<file path="config.mk">
export PLATFORM = sky130hd
export DESIGN_NAME = vec_mul_ctrl
export DESIGN_NICKNAME = d
export VERILOG_FILES = /design/src/rtl/vec_mul_ctrl.sv
export SDC_FILE = /design/constraint.sdc
export NUM_CORES = 1
export LEC_CHECK = 0
export CAP_MARGIN = 20
export CORE_MARGIN = 3
export CORE_UTILIZATION = 51
export DETAILED_ROUTE_END_ITERATION = 12
export PLACE_DENSITY = 0.77
export SLEW_MARGIN = 0
export SYNTH_ARGS = -nofsm -noshare
export SYNTH_HDL_FRONTEND = slang
export SYNTH_SLANG_ARGS = --single-unit
export TNS_END_PERCENT = 10
</file>
<file path="constraint.sdc">
create_clock -name clk -period 2.96 [get_ports clk]
set_clock_uncertainty 0.05 [all_clocks]
set_input_delay 0.888 -clock clk [delete_from_list [all_inputs] [get_ports clk]]
set_output_delay 0.888 -clock clk [all_outputs]
set_load 0.02 [all_outputs]
</file>
<file path="src/rtl/vec_mul_ctrl.sv">
// rtl/vec_mul_ctrl.sv - sequencing controller for a weight-stationary signed PE row
// Loads one weight per PE, then admits a programmed number of input vectors.
module vec_mul_ctrl #(
  parameter int NUM_PE    = 8,
  parameter int WEIGHT_BW = 8,
  parameter int CNT_BW    = 16,
  parameter int PIPE_LAT  = 1
) (
  input  logic                 clk,
  input  logic                 rstn,
  input  logic                 cfg_start,
  input  logic                 cfg_reuse,
  input  logic [CNT_BW-1:0]    cfg_num_vec,
  input  logic                 w_valid,
  output logic                 w_ready,
  input  logic [WEIGHT_BW-1:0] w_data,
  output logic [WEIGHT_BW-1:0] pe_weight,
  output logic [NUM_PE-1:0]    pe_weight_reload,
  input  logic                 x_valid,
  output logic                 x_ready,
  output logic                 pe_data_en,
  output logic                 out_valid,
  output logic                 busy,
  output logic                 done
);

  localparam int WCNT_BW = $clog2(NUM_PE);
  localparam logic [WCNT_BW-1:0]  WCNT_LAST = WCNT_BW'(NUM_PE - 1);
  localparam logic [PIPE_LAT-1:0] PIPE_LAST = PIPE_LAT'(1) << (PIPE_LAT - 1);

  typedef enum logic [2:0] {IDLE, LOAD, SETTLE, RUN, DRAIN} state_t;

  state_t              state;
  logic [WCNT_BW-1:0]  wcnt;
  logic [CNT_BW-1:0]   vcnt;
  logic [CNT_BW-1:0]   num_q;
  logic [PIPE_LAT-1:0] pipe_q;
  logic [PIPE_LAT-1:0] pipe_nxt;
  logic                w_hs;
  logic                x_hs;
  logic                x_last;
  logic                pipe_last;

  assign w_hs       = w_valid & w_ready;
  assign x_hs       = x_valid & x_ready;
  assign pe_data_en = x_hs;
  assign out_valid  = pipe_q[PIPE_LAT-1];
  assign x_last     = x_hs && (vcnt + CNT_BW'(1) == num_q);

  // Once no more products can enter, the next out_valid is the final one
  // exactly when it is the only bit left in flight.
  assign pipe_nxt  = (pipe_q << 1) | PIPE_LAT'(pe_data_en);
  assign pipe_last = (pipe_nxt == PIPE_LAST);

  always_ff @(posedge clk or negedge rstn) begin
    if (!rstn) begin
      pipe_q <= '0;
    end else begin
      pipe_q <= pipe_nxt;
    end
  end

  always_ff @(posedge clk or negedge rstn) begin
    if (!rstn) begin
      state            <= IDLE;
      wcnt             <= '0;
      vcnt             <= '0;
      num_q            <= '0;
      w_ready          <= 1'b0;
      x_ready          <= 1'b0;
      pe_weight        <= '0;
      pe_weight_reload <= '0;
      busy             <= 1'b0;
      done             <= 1'b0;
    end else begin
      pe_weight_reload <= '0;
      done             <= 1'b0;
      case (state)
        IDLE: begin
          if (cfg_start) begin
            num_q <= cfg_num_vec;
            wcnt  <= '0;
            vcnt  <= '0;
            busy  <= 1'b1;
            if (cfg_reuse) begin
              state <= SETTLE;
            end else begin
              state   <= LOAD;
              w_ready <= 1'b1;
            end
          end
        end
        LOAD: begin
          if (w_hs) begin
            pe_weight        <= w_data;
            pe_weight_reload <= NUM_PE'(1) << wcnt;
            wcnt             <= wcnt + WCNT_BW'(1);
            if (wcnt == WCNT_LAST) begin
              state   <= SETTLE;
              w_ready <= 1'b0;
            end
          end
        end
        SETTLE: begin
          if (num_q != '0) begin
            state   <= RUN;
            x_ready <= 1'b1;
          end else begin
            state <= IDLE;
            done  <= 1'b1;
            busy  <= 1'b0;
          end
        end
        RUN: begin
          if (x_hs) begin
            vcnt <= vcnt + CNT_BW'(1);
          end
          if (x_last) begin
            state   <= DRAIN;
            x_ready <= 1'b0;
            done    <= pipe_last;
          end
        end
        DRAIN: begin
          done <= pipe_last;
          if (done) begin
            state <= IDLE;
            busy  <= 1'b0;
          end
        end
        default: begin
          state <= IDLE;
        end
      endcase
    end
  end

endmodule

</file>
==> run_results.csv <==
group,metric,value,unit
clock_tree,cts_buffers,9,
floorplanning,fp.dieH,83.5,um
setup_path,critPathMaxStageDelay,0.54,ns
place,gp_congestion,0.863,
clock_tree,cts.clk_slew.worst_paths,0.07,ns
detailed_routing,routed_wl,7.06,mm
final_layout,fin_nets,393,
sta,worst_slew_pin_slew,0.681,ns
global_routing,globalRoute.busiestLayer,"met2",
final_layout,drive_above_1_share,15.8,%
yosys,synthSimpleGateAreaFrac,17.0,%
setup_path,path_cells,"clkdlybuf4s50_1 -> nand2_1 -> a2111oi_1 -> o21ai_1 -> or4_4 -> nor4_4 -> a21oi_1 -> a2111o_1",
yosys,synth_area_leaders,"dfrtp_1 48%, mux2_2 8.5%, xnor2_1 5.1%",
sta,fin_tns_setup,0,ns
setup_path,rr_endpoint,"state[0]$_DFFE_PN0P_",
setup_path,start_kind,"input port",
setup_path,endpoint_kind,"flip-flop",
yosys,synth_cells,300,
floorplanning,row_count,27,
setup_path,worstReg2RegStart,"vcnt[0]$_DFFE_PN0P_",
yosys,synth_ff_type,"dfrtp_1",
sta,hold_violations,0,
yosys,synth_xor_area_share,6.86,%
clock_tree,cts_hold_buf,0,
sta,fin_crit_sh,97.3,%
setup_path,cp_slowest_cell,"or4_4",
place,dp_hpwl,5.22,mm
yosys,synthesis.nets,337,
clock_tree,worstSkewPairLatency,0.34,ns
global_routing,use_met3,6.91,%
sta,timing.slew.headroom,54.6,%
floorplanning,io_pins,52,
final_layout,post-route-util,68.3,%
setup_path,r2r_setup_slack,0.20,ns
final_layout,ff_latch_area,1480,sq um
detailed_routing,ant_nets,0,
sta,finalCriticalPeriod,2.88,ns
pwr,power_density,845,nW/um^2
flow_run,drv_cap,0,
clock_tree,cts_max_level,3,
clock_tree,post-cts-setup-buffers,0,
final_layout,syn2layout_area_growth,26.5,%
setup_path,reg2reg_depth,8,
setup_path,cp.arrival,3.05,ns
clock_tree,clock_path_buffers,2,
floorplanning,dieArea,6970,sq um
detailed_routing,vias,2466,
final_layout,fill_cells,455,
pwr,power.leakage,1.64,nW
setup_path,crit_type,"input port to flip-flop",
yosys,yosysMostFrequentCell,"dfrtp_1",
yosys,async_flop_share,100,%
setup_path,required,3.13,ns
worst_hold_path,hold_path.class,"flip-flop to flip-flop",
yosys,synth_area,3060,sq um
yosys,synthMuxAreaShare,8.45,%
yosys,ys_types,46,
global_routing,grt_pass1_wl,12.1,mm
clock_tree,cts_tree,"built",
yosys,synth-edff-count,0,
floorplanning,core_region_area,5680,sq um
clock_tree,cts-root-buf,"clkbuf_8",
sta,fmaxAchievable,347,MHz
yosys,syn_avg_cell_area,10.2,sq um
worst_hold_path,whs_endpoint,"vcnt[15]$_DFFE_PN0P_",
global_routing,grt_usage,21.7,%
setup_path,crit_fanout,3,
global_routing,use_met2,34.3,%
detailed_routing,routed_via_density,5.70,
place,port_buffers,51,
pwr,ir_worst_vdd,0.000550,V
sta,final_max_slew_viol_count,0,
yosys,yosys.area.top_type,"dfrtp_1",
yosys,ys_warn_count,0,
floorplanning,die_w,83.5,um
final_layout,antenna_cells,0,
run_status,status,"complete, no violations",
global_routing,antenna_found_initial,0,
worst_hold_path,hp-start,"vcnt[15]$_DFFE_PN0P_",
global_routing,grt_max_degree,32,
global_routing,met1_usage,29.2,%
clock_tree,cts.sinks,59,
yosys,synth-seq-cells,59,
global_routing,first_global_vias,2389,
worst_hold_path,holdPathStages,1,
final_layout,multi_input_area,1480,sq um
detailed_routing,first_iter_violations,212,
detailed_routing,drc,0,
detailed_routing,firstDrtPassIters,5,
yosys,ys_seq_area_share,48.2,%
yosys,yosys-top-cells-count,"59 x dfrtp_1, 27 x nand2_1, 27 x o21ai_0, 23 x mux2_2, 21 x nor2_1",
sta,setup_viol,0,
yosys,synth_fa_ha_area_share,2.86,%
setup_path,crit_start,"x_valid",
floorplanning,start_util,54.0,%
yosys,synth_top_family_by_area,"simple AND/OR/NAND/NOR gates",
global_routing,grt-ovfl-total,0,
yosys,synth_compound_area_share,12.5,%
detailed_routing,avgRoutedWirePerCell,16.3,um
yosys,synth_top_area_share,48.2,%
## sequential cells by signal, summed over array words and instances, names as in the netlist
register / count
num_q: 16
vcnt: 16
pe_weight: 8
pe_weight_reload: 8
state: 3
wcnt: 3
busy: 1
done: 1
out_valid: 1
w_ready: 1
x_ready: 1
## kinds of logic (layout without fill, tap and decap cells)
group                      count (synthesis)  count (layout)
muxes                                     23              23
adders and majority gates                  7               7
DFF                                       59              59
and+or+nand+nor                           98              98
xor gates and xnor gates                  24              24
AOI/OAI and AO/OA                         61              61
buffers and inverters                     28              89
## power breakdown
part	internal, mW	switching (mW)	total (mW)
clock network	0.411	0.321	0.731
registers	1.05	0.279	1.33
logic	0.614	0.605	1.22
## placed cells by master, fill, tap and decap left out, types with 2 or more instances in the layout
cell type	Yosys	final
xor2_1	6	6
nand3_1	6	6
and2_1	6	6
a21oi_1	9	9
dfrtp_1	59	59
a211o_1	2	2
nor3_1	3	2
a31oi_1	4	4
nor2b_1	2	2
xnor2_1	18	18
nand3b_1	2	2
and4_1	2	2
clkinv_4	0	2
nor4_1	8	8
nand2b_1	3	3
buf_4	3	11
clkdlybuf4s50_1	0	49
o31ai_1	5	5
nor3_2	1	2
o311ai_0	2	2
ha_1	7	7
and3_1	8	8
nor2_1	21	21
clkinv_2	0	2
mux2_2	23	23
inv_1	11	11
nand2_1	27	27
nand4_1	3	3
clkbuf_8	0	10
o21ai_0	27	26
## through the flow
step	instance area [sq um]	std cells	worst slack (ns)	power (mW)	hold slack (ns)
after CTS	3870	433	0.0102	3.29	0.463
after detailed placement	3660	417	-0.392	2.53	0.449
after global routing	3880	433	-0.0264	3.51	0.485
final	3880	433	0.0810	3.28	0.460
after global placement	3660	417	-0.274	2.50	0.442
after floorplan	3060	300	0.282	2.07	0.421
## cell type report
cell class	count	share of cell area [%]
Inverter	11	1.07
Tap cell	72	2.32
Clock buffer	10	3.55
Multi-Input combinational cell	213	38.2
Timing Repair Buffer	62	15.1
Sequential cell	59	38.1
Clock inverter	6	1.68
## metal layers
layer / wire length, um / share of wire (%) / vias to the layer above
met2: 3450 / 49 / 83
met4: 90 / 1.3 / 0
met3: 404 / 5.7 / 8
met5: 0 / 0 / -
met1: 3110 / 44 / 1196
li1: - / - / 1179
## critical path: cells and delay by family
family | cells | cell delay, ns
AOI/OAI and AO/OA | 4 | 0.87
and+or+nand+nor | 3 | 0.82
buffers and inverters | 1 | 0.45
## how the worst max path moves through the flow
stage / end
after detailed placement: state[0]$_DFFE_PN0P_
after global routing: state[0]$_DFFE_PN0P_
after floorplan: state[0]$_DFFE_PN0P_
after global placement: state[0]$_DFFE_PN0P_
final: state[0]$_DFFE_PN0P_
after CTS: state[0]$_DFFE_PN0P_
## timing repair
| action | CTS | global route |
|---|---|---|
| pin swaps | 0 | 1 |
| setup endpoints to repair | 2 | 3 |
| gates resized for setup | 3 | 2 |
No activity file was read; power rests on OpenSTA's default activity.
